## src/rtl/pwr_pkg.sv

```systemverilog
// Shared types and defaults for the PWR domain stop/standby responder.
// The state encoding is fixed because it is visible on the FSM state ports.
package pwr_pkg;

    typedef enum logic [2:0] {
        S_RUN   = 3'd0,
        S_ISO   = 3'd1,
        S_STOP  = 3'd2,
        S_OFF   = 3'd3,
        S_PWRUP = 3'd4,
        S_DEISO = 3'd5,
        S_WKUP  = 3'd6
    } pwr_dom_state_t;

    localparam int PWR_ISO_DLY_DEF   = 4;
    localparam int PWR_PWRUP_DLY_DEF = 16;

    // A domain is parked once it sits isolated in STOP or powered down in OFF.
    function automatic logic pwr_is_parked(input logic [2:0] st);
        return (pwr_dom_state_t'(st) == S_STOP) || (pwr_dom_state_t'(st) == S_OFF);
    endfunction

endpackage

```

## src/rtl/pwr_domain_fsm.sv

```systemverilog
// Per-domain stop/standby sequencer: isolation, power switch and wake handshake.
// Cross-domain ordering arrives through enter_ok_i / exit_ok_i.
module pwr_domain_fsm
    import pwr_pkg::*;
#(
    parameter bit HAS_OFF   = 1'b1,
    parameter int ISO_DLY   = PWR_ISO_DLY_DEF,
    parameter int PWRUP_DLY = PWR_PWRUP_DLY_DEF,
    parameter int CNT_W     = $clog2(PWRUP_DLY + 1)
) (
    input  logic       clk,
    input  logic       rst_n,
    input  logic       req_i,
    input  logic       pdds_i,
    input  logic       wkup_evt_i,
    input  logic       enter_ok_i,
    input  logic       exit_ok_i,
    output logic [2:0] state_o,
    output logic [2:0] state_d_o,
    output logic       iso_en_o,
    output logic       sw_on_o,
    output logic       ok_o,
    output logic       wkup_o
);

    localparam logic [CNT_W-1:0] ISO_LAST   = CNT_W'(ISO_DLY - 1);
    localparam logic [CNT_W-1:0] PWRUP_LAST = CNT_W'(PWRUP_DLY - 1);
    localparam logic [CNT_W-1:0] CNT_MAX    = {CNT_W{1'b1}};

    pwr_dom_state_t   state_q, state_d;
    logic [CNT_W-1:0] cnt_q, cnt_d;
    logic             pend_q, pend_d;
    logic             iso_en_q, iso_en_d;
    logic             sw_on_q, sw_on_d;
    logic             ok_q, ok_d;
    logic             wkup_q, wkup_d;

    always_ff @(posedge clk or negedge rst_n) begin
        if (!rst_n) begin
            state_q  <= S_RUN;
            cnt_q    <= '0;
            pend_q   <= 1'b0;
            iso_en_q <= 1'b0;
            sw_on_q  <= 1'b1;
            ok_q     <= 1'b1;
            wkup_q   <= 1'b0;
        end else begin
            state_q  <= state_d;
            cnt_q    <= cnt_d;
            pend_q   <= pend_d;
            iso_en_q <= iso_en_d;
            sw_on_q  <= sw_on_d;
            ok_q     <= ok_d;
            wkup_q   <= wkup_d;
        end
    end

    always_comb begin
        state_d = state_q;
        case (state_q)
            S_RUN:   if (req_i && enter_ok_i) state_d = S_ISO;
            S_ISO:   if (cnt_q == ISO_LAST) state_d = (HAS_OFF && pdds_i) ? S_OFF : S_STOP;
            S_STOP:  if (pend_q && exit_ok_i) state_d = S_DEISO;
            S_OFF:   if (pend_q && exit_ok_i) state_d = S_PWRUP;
            S_PWRUP: if (cnt_q == PWRUP_LAST) state_d = S_DEISO;
            S_DEISO: if (cnt_q == ISO_LAST) state_d = S_WKUP;
            S_WKUP:  if (!req_i) state_d = S_RUN;
            default: state_d = S_RUN;
        endcase

        cnt_d = cnt_q;
        if (state_d != state_q) cnt_d = '0;
        else if (cnt_q != CNT_MAX) cnt_d = cnt_q + CNT_W'(1);

        // An event coinciding with RUN->ISO is kept so the domain wakes straight back up.
        pend_d = pend_q;
        if (wkup_evt_i && state_q != S_WKUP && state_d != S_RUN) pend_d = 1'b1;
        if (state_d == S_WKUP && state_q != S_WKUP) pend_d = 1'b0;

        iso_en_d = state_d inside {S_ISO, S_STOP, S_OFF, S_PWRUP};
        sw_on_d  = (state_d != S_OFF);
        ok_d     = !(state_d inside {S_OFF, S_PWRUP});
        wkup_d   = (state_d == S_WKUP);
    end

    assign state_o   = state_q;
    assign state_d_o = state_d;
    assign iso_en_o  = iso_en_q;
    assign sw_on_o   = sw_on_q;
    assign ok_o      = ok_q;
    assign wkup_o    = wkup_q;

endmodule

```

## src/rtl/pwr_domain_stop_ctrl.sv

```systemverilog
// RCC stop/standby responder for D1/D2/D3: three domain sequencers plus the
// cross-domain ordering and the regulator low-power enable.
module pwr_domain_stop_ctrl
    import pwr_pkg::*;
#(
    parameter int ISO_DLY   = PWR_ISO_DLY_DEF,
    parameter int PWRUP_DLY = PWR_PWRUP_DLY_DEF,
    parameter int CNT_W     = $clog2(PWRUP_DLY + 1)
) (
    input  logic clk,
    input  logic rst_n,
    input  logic rcc_pwr_d1_req,
    input  logic rcc_pwr_d2_req,
    input  logic rcc_pwr_d3_req,
    input  logic d1_pdds,
    input  logic d2_pdds,
    input  logic d1_wkup_evt,
    input  logic d2_wkup_evt,
    input  logic d3_wkup_evt,
    output logic pwr_d1_ok,
    output logic pwr_d2_ok,
    output logic pwr_d1_wkup,
    output logic pwr_d2_wkup,
    output logic pwr_d3_wkup,
    output logic d1_iso_en,
    output logic d2_iso_en,
    output logic d3_iso_en,
    output logic d1_sw_on,
    output logic d2_sw_on,
    output logic vcore_lp_en
);

    logic [2:0] d1_st, d2_st, d3_st, d3_st_d;
    logic [2:0] unused_d1_st_d, unused_d2_st_d;
    logic       unused_d3_ok, unused_d3_sw_on;
    logic       d3_enter_ok, d12_exit_ok, d3_wkup_any;
    logic       vcore_lp_q;

    // D3 only stops under parked D1/D2; D1/D2 only leave once D3 is running again.
    assign d3_enter_ok = pwr_is_parked(d1_st) && pwr_is_parked(d2_st);
    assign d12_exit_ok = (pwr_dom_state_t'(d3_st) == S_RUN);
    assign d3_wkup_any = d3_wkup_evt || d1_wkup_evt || d2_wkup_evt;

    pwr_domain_fsm #(
        .HAS_OFF(1'b1), .ISO_DLY(ISO_DLY), .PWRUP_DLY(PWRUP_DLY), .CNT_W(CNT_W)
    ) u_d1 (
        .clk(clk), .rst_n(rst_n),
        .req_i(rcc_pwr_d1_req), .pdds_i(d1_pdds), .wkup_evt_i(d1_wkup_evt),
        .enter_ok_i(1'b1), .exit_ok_i(d12_exit_ok),
        .state_o(d1_st), .state_d_o(unused_d1_st_d),
        .iso_en_o(d1_iso_en), .sw_on_o(d1_sw_on), .ok_o(pwr_d1_ok), .wkup_o(pwr_d1_wkup)
    );

    pwr_domain_fsm #(
        .HAS_OFF(1'b1), .ISO_DLY(ISO_DLY), .PWRUP_DLY(PWRUP_DLY), .CNT_W(CNT_W)
    ) u_d2 (
        .clk(clk), .rst_n(rst_n),
        .req_i(rcc_pwr_d2_req), .pdds_i(d2_pdds), .wkup_evt_i(d2_wkup_evt),
        .enter_ok_i(1'b1), .exit_ok_i(d12_exit_ok),
        .state_o(d2_st), .state_d_o(unused_d2_st_d),
        .iso_en_o(d2_iso_en), .sw_on_o(d2_sw_on), .ok_o(pwr_d2_ok), .wkup_o(pwr_d2_wkup)
    );

    pwr_domain_fsm #(
        .HAS_OFF(1'b0), .ISO_DLY(ISO_DLY), .PWRUP_DLY(PWRUP_DLY), .CNT_W(CNT_W)
    ) u_d3 (
        .clk(clk), .rst_n(rst_n),
        .req_i(rcc_pwr_d3_req), .pdds_i(1'b0), .wkup_evt_i(d3_wkup_any),
        .enter_ok_i(d3_enter_ok), .exit_ok_i(1'b1),
        .state_o(d3_st), .state_d_o(d3_st_d),
        .iso_en_o(d3_iso_en), .sw_on_o(unused_d3_sw_on), .ok_o(unused_d3_ok), .wkup_o(pwr_d3_wkup)
    );

    always_ff @(posedge clk or negedge rst_n) begin
        if (!rst_n) vcore_lp_q <= 1'b0;
        else        vcore_lp_q <= (pwr_dom_state_t'(d3_st_d) == S_STOP);
    end

    assign vcore_lp_en = vcore_lp_q;

endmodule
```

## config.mk

```make
export PLATFORM = sky130hd
export DESIGN_NAME = pwr_domain_stop_ctrl
export DESIGN_NICKNAME = d
export VERILOG_FILES = /design/src/rtl/pwr_pkg.sv /design/src/rtl/pwr_domain_fsm.sv /design/src/rtl/pwr_domain_stop_ctrl.sv
export SDC_FILE = /design/constraint.sdc
export NUM_CORES = 1
export LEC_CHECK = 0
export ABC_AREA = 1
export CORE_MARGIN = 5
export CORE_UTILIZATION = 60
export CTS_BUF_LIST = sky130_fd_sc_hd__clkbuf_4 sky130_fd_sc_hd__clkbuf_8 sky130_fd_sc_hd__clkbuf_16
export DETAILED_ROUTE_END_ITERATION = 16
export PLACE_DENSITY = 0.83
export SYNTH_ARGS = -nofsm -noshare
export SYNTH_HDL_FRONTEND = slang
export SYNTH_SLANG_ARGS = --single-unit
export TNS_END_PERCENT = 50
```

## constraint.sdc

```tcl
create_clock -name clk -period 2.55 [get_ports clk]
set_clock_uncertainty 0.15 [all_clocks]
set_input_delay 0.51 -clock clk [delete_from_list [all_inputs] [get_ports clk]]
set_output_delay 0.51 -clock clk [all_outputs]
set_load 0.005 [all_outputs]
```

---- Word level (Yosys, flattened, before mapping) ----
Index checks and enable logic that the tools add are counted.
word-level totals
  bits in registers ....................... 38
  input bits .............................. 10
  output and inout bits ................... 11
  logic and storage cells ................. 147
operators by class
  add/subtract/negate cells ............... 3
  equality and inequality tests ........... 50
  multiplexer cells ....................... 38
  reductions and logical operators ........ 36
operator list
  operator             count
  $mux 3               21
  $pmux 3 s7           3
  $eq 3x3->1 const B   15
  $eq 3x2->1 const B   12
  $mux 5               6
  $eq 3x1->1 const B   6
  $reduce_bool 2->1    8
  $add 5x1->5 const B  3
  $eq 5x2->1 const B   3
  $eq 5x4->1 const B   3
  $ne 5x5->1 const B   3
  $logic_and 1x1->1    13
  $reduce_bool 4->1    3
  $logic_not 3->1      3
  $ne 3x3->1           3
  $ne 3x3->1 const B   3
  $reduce_bool 3->1    3
  $mux 1               8
  $ne 3x2->1 const B   2
  $logic_or 1x1->1     4
  $logic_not 1->1      2

---- Depth between registers and ports, before layout ----
  word-level depth ........................ 10
  gate-level depth with buffers ........... 13
  depth with buffers taken out ............ 13

---- By module ----
Synthesis repeated with hierarchy kept, for this count alone.
unflattened totals
  cell total of the unflattened synthesis .. 288
  area, all modules ....................... 2326.0 um^2
by module, submodules not included
  module                      instances  cells each  area an instance (um^2)
  pwr_domain_fsm at u_d1 ...  2          92          753.2
  pwr_domain_fsm at u_d3      1          86          723.2
  pwr_domain_stop_ctrl        1          18          96.3

---- Worst setup path before layout ----
OpenSTA, ideal clock, no wires.
  path kind ............................... flip-flop to flip-flop
  start ................................... register u_d2.cnt_q[0]
  end ..................................... register u_d2.cnt_q[0]
  setup time .............................. 0.072 ns
  arrival time ............................ 1.509 ns
  required time ........................... 2.328 ns
  setup slack ............................. 0.820 ns
  stages on the path, launching flop included .. 14
  buffers on the path ..................... 0
  period minus slack after synthesis ...... 1.730 ns
  cell sequence ........................... dfrtp_1 ha_1 inv_1 nor2_1 ha_1 nand2_1 nand2_1 nand3_1 nand2_1 nor2_2 nand2_2 nand2_2 o211ai_4 nor2_1
on the way
  longest elaborated chain between the ends .. 5
  elaborated cells on any way between the ends .. 12
  those cells by class .................... add/sub: 1; eq/ne: 4; mux: 6; reduce/logical: 1
ends and longest elaborated chain
  element                                             RTL line                                                          source
  start: declaration                                  pwr_domain_fsm.sv:31                                              logic [CNT_W-1:0] cnt_q, cnt_d;
  start signal: assignment                            pwr_domain_fsm.sv:49                                              cnt_q <= cnt_d;
  $eq 5x2->1 / $eq 5x4->1 (equally long branches)     pwr_domain_fsm.sv:62, pwr_domain_fsm.sv:66, pwr_domain_fsm.sv:65
  $mux 3, on equally long branches                    pwr_domain_fsm.sv:66, pwr_domain_fsm.sv:62, pwr_domain_fsm.sv:65
  $pmux 3 s7 *                                        pwr_domain_fsm.sv:60                                              case (state_q)
  named net u_d2.state_d_o[0]                         pwr_domain_fsm.sv:19                                              output logic [2:0] state_d_o,
  $ne 3x3->1 *                                        pwr_domain_fsm.sv:72                                              if (state_d != state_q) cnt_d = '0;
  $mux 5 / $reduce_bool 2->1 (equally long branches)  n/a
Mark *: on every way through the listed nets, which the timed path passes. The rest lies on a longest branch. The select of a mux whose other input is x is not followed.
A chain may end at the register's enable or synchronous reset.

---- Worst setup path in the final report ----
  start ................................... register u_d1.ok_q, in the netlist u_d1.ok_o
  end ..................................... output pwr_d1_ok
RTL lines
  element                   RTL line                    source
  start: declaration        pwr_domain_fsm.sv:35        logic ok_q, ok_d;
  start signal: assignment  pwr_domain_fsm.sv:53        ok_q <= ok_d;
  end: declaration          pwr_domain_stop_ctrl.sv:20  output logic pwr_d1_ok,
No word-level cell between the ends.

==> impl_metrics.toml <==
[timing]
period_minus_slack_ns = 2.04
max_freq_mhz = 491
hold_viol_final = 0
slew_viol_final = 0
rsz0062_at_grt = "no"
setup_tns_ns = 0
tightest_slew_ns = 0.804
slew_headroom = 0.464
fin_crit_sh = 0.798
setup_viol = 0

[grt]
overflow = 0
first_global_vias = 1775
grt.total_usage = 0.182
grt_pass1_wl_um = 7260
grt_max_degree = 39
antenna_found_initial = 0

[logic_synthesis]
avgSynthCellArea_um2 = 8.06
synth_common_cells = "61 x nand2_1, 38 x inv_1, 38 x nor2_1, 34 x dfrtp_1, 14 x nand3_1"
netlist_top_cells_area = "dfrtp_1 40%, nand2_1 11%, inv_1 6.6%"
syn_area_um2 = 2150
yosys_warnings = 0
synth_edf_count = 0
synth_nets = 286
ys_ff_latch = 38
yosys.area.top_type = "dfrtp_1"
synthDistinctLibCells = 28
yosysTopAreaCellShare = 0.395
synth_top_flop_cell = "dfrtp_1"
yosysMostFrequentCell = "nand2_1"
synthCells = 267
synthArstFlopShare = 1.00
ys_seq_area_frac = 0.444

[setup_path]
end_kind = "output pin"
path_buf_inv = 1
rrSetupSlack_ns = 0.61
slowest_stage = "dfstp_2"
path_class = "reg -> out"
cpPeakStageDelay_ns = 0.54
cp.required_ns = 1.89
reg2reg_from = "u_d2.cnt_q[0]"
reg2regPathDepth = 13
crit_path_max_fanout = 1
worst_ep_arrival_time_ns = 1.38
crit_path_start_kind = "register"
reg2reg_to = "u_d2.cnt_q[3]"
path_cells = "clkdlybuf4s50_1"
cp_top_family = "flip-flops"
critical_path.startpoint = "u_d1.ok_o"

[clocking]
cts_setup_buffers = 0
clockBufferDepth = 2
numCtsBuffers = 5
holdBufCountCts = 0
clkLatencyLatePin_ns = 0.34
clk_pin_slew_ns = 0.12
cts-root-buf = "clkbuf_4"
ctsResizeCount = 0
htreeDepth = 2
cts.sinks = 38
tritoncts = "built"

[routing]
drtAntennaViolNets = 0
wire_per_inst_um = 11.8
drtIter0Drc = 83
dr.pass1.iters = 4
wl_um = 4010
vias_per_cell = 5.21
drc_errors = 0
via_count = 1766

[die]
die_h_um = 69.9
initial_core_util = 0.630
die_area_um2 = 4890
die_w_um = 69.9
row_count = 21
io_pins = 21
core_um2 = 3420

[pwr]
p_leak_uw = 0.00127
p_per_area_nw_per_um2 = 1130
comb_power_share = 0.480
p_clk_frac = 0.148
power_switching_uw = 1230
swShare = 0.441
total_power_uw = 2790
internal-power_uw = 1560
irDropWorstVdd_uv = 642
power_frac_seq = 0.372

[placed_design]
routabilityCongestion = 0.891
place_hpwl_um = 3020
io_buffers = 20

[layout]
syn_to_final_growth_pct = 14.9
antenna_cells = 0
drive_gt1_frac = 0.143
fillCellCount = 266
layout.nets = 311

[flow_run]
drv_cap = 0

[outcome]
status = "finished clean"

[hold_path]
hp-class = "in -> async"
-- power by group through the flow --
stage	sequential, uW	clock, uW	combinational, uW
finish	1040	413	1340
CTS	1040	426	1350
global placement	1040	0	1300
detailed placement	1050	0	1340
floorplan	994	0	1030
global route	1070	447	1540
-- area by class of cell --
type | count | area [um2] | share of cell area
multi-input cells | 182 | 1010 | 0.410
inverters | 45 | 169 | 0.0683
well taps | 46 | 57.6 | 0.0233
repair buffers | 20 | 195 | 0.0789
clock buffers | 5 | 37.5 | 0.0152
clock inverters | 3 | 45.0 | 0.0182
flip-flops and latches | 38 | 956 | 0.386
-- worst max path at each step --
stage,cells past startpoint,end,slack (ns)
6_report,1,pwr_d1_ok,0.51
5_1_grt,13,u_d2.cnt_q[2],0.45
4_1_cts,1,pwr_d1_ok,0.49
3_5_place_dp,10,u_d1.cnt_q[4],0.53
3_3_place_gp,10,u_d1.cnt_q[4],0.56
2_1_floorplan,13,u_d2.cnt_q[0],0.82
-- per-layer routing --
metal | GRT usage | up-vias | routed length, um
met1 | 0.210 | 832 | 1730
met4 | 0.0872 | 0 | 115
met5 | 0 | - | 0
li1 | - | 892 | -
met3 | 0.0416 | 11 | 134
met2 | 0.318 | 31 | 2030
-- flip-flops by register name (all words and copies together), names as in the netlist --
register and count:
u_d1.cnt_q 5, u_d1.iso_en_o 1, u_d1.ok_o 1, u_d1.pend_q 1, u_d1.state_o 3, u_d1.sw_on_o 1, u_d1.wkup_o 1, u_d2.cnt_q 5
u_d2.iso_en_o 1, u_d2.ok_o 1, u_d2.pend_q 1, u_d2.state_o 3, u_d2.sw_on_o 1, u_d2.wkup_o 1, u_d3.cnt_q 5, u_d3.iso_en_o 1
u_d3.pend_q 1, u_d3.state_o 3, u_d3.wkup_o 1, vcore_lp_en 1
-- stage by stage --
| step | cell area [um2] | worst slack (ns) | utilization | instances | hold WS [ns] |
|---|---|---|---|---|---|
| finish | 2470 | 0.514 | 0.724 | 339 | 0.0939 |
| global route | 2470 | 0.449 | 0.724 | 339 | 0.145 |
| CTS | 2470 | 0.492 | 0.724 | 339 | 0.107 |
| detailed placement | 2390 | 0.531 | 0.700 | 331 | 0.387 |
| global placement | 2390 | 0.556 | 0.700 | 331 | 0.381 |
| floorplan | 2150 | 0.820 | - | 267 | 0.0644 |
-- cell usage in the layout, fill, tap and decap left out --
master,n
clkbuf_4,5
clkinvlp_4,2
o21ai_0,3
nand2_1,61
clkdlybuf4s50_1,19
o211ai_4,1
nand3_2,2
nand4_1,12
nor2_4,1
o41ai_1,1
nand3b_4,1
dfrtp_1,34
nor4_1,3
o31ai_1,1
nor2_1,38
o21ai_1,2
a21oi_2,1
dfstp_2,4
bufinv_16,1
inv_2,7
a21oi_1,4
xor2_1,9
buf_2,1
nor2_2,8
inv_1,38
mux2i_1,2
nand3_1,14
nand2_2,6
a31oi_1,1
nand4_4,1
o21ai_2,1
ha_1,9
-- kinds of logic (layout without fill, tap and decap cells) --
group | count (synthesis) | after routing | synth area share
XOR/XNOR | 9 | 9 | 0.0366
AO/OA/AOI/OAI | 15 | 15 | 0.0494
flip-flops | 38 | 38 | 0.444
adder cells (fa/ha/maj) | 9 | 9 | 0.0523
buffers and inverters | 47 | 73 | 0.0854
AND/OR/NAND/NOR | 147 | 147 | 0.323
multiplexers | 2 | 2 | 0.00930
Power figures use the tool's default switching activity.
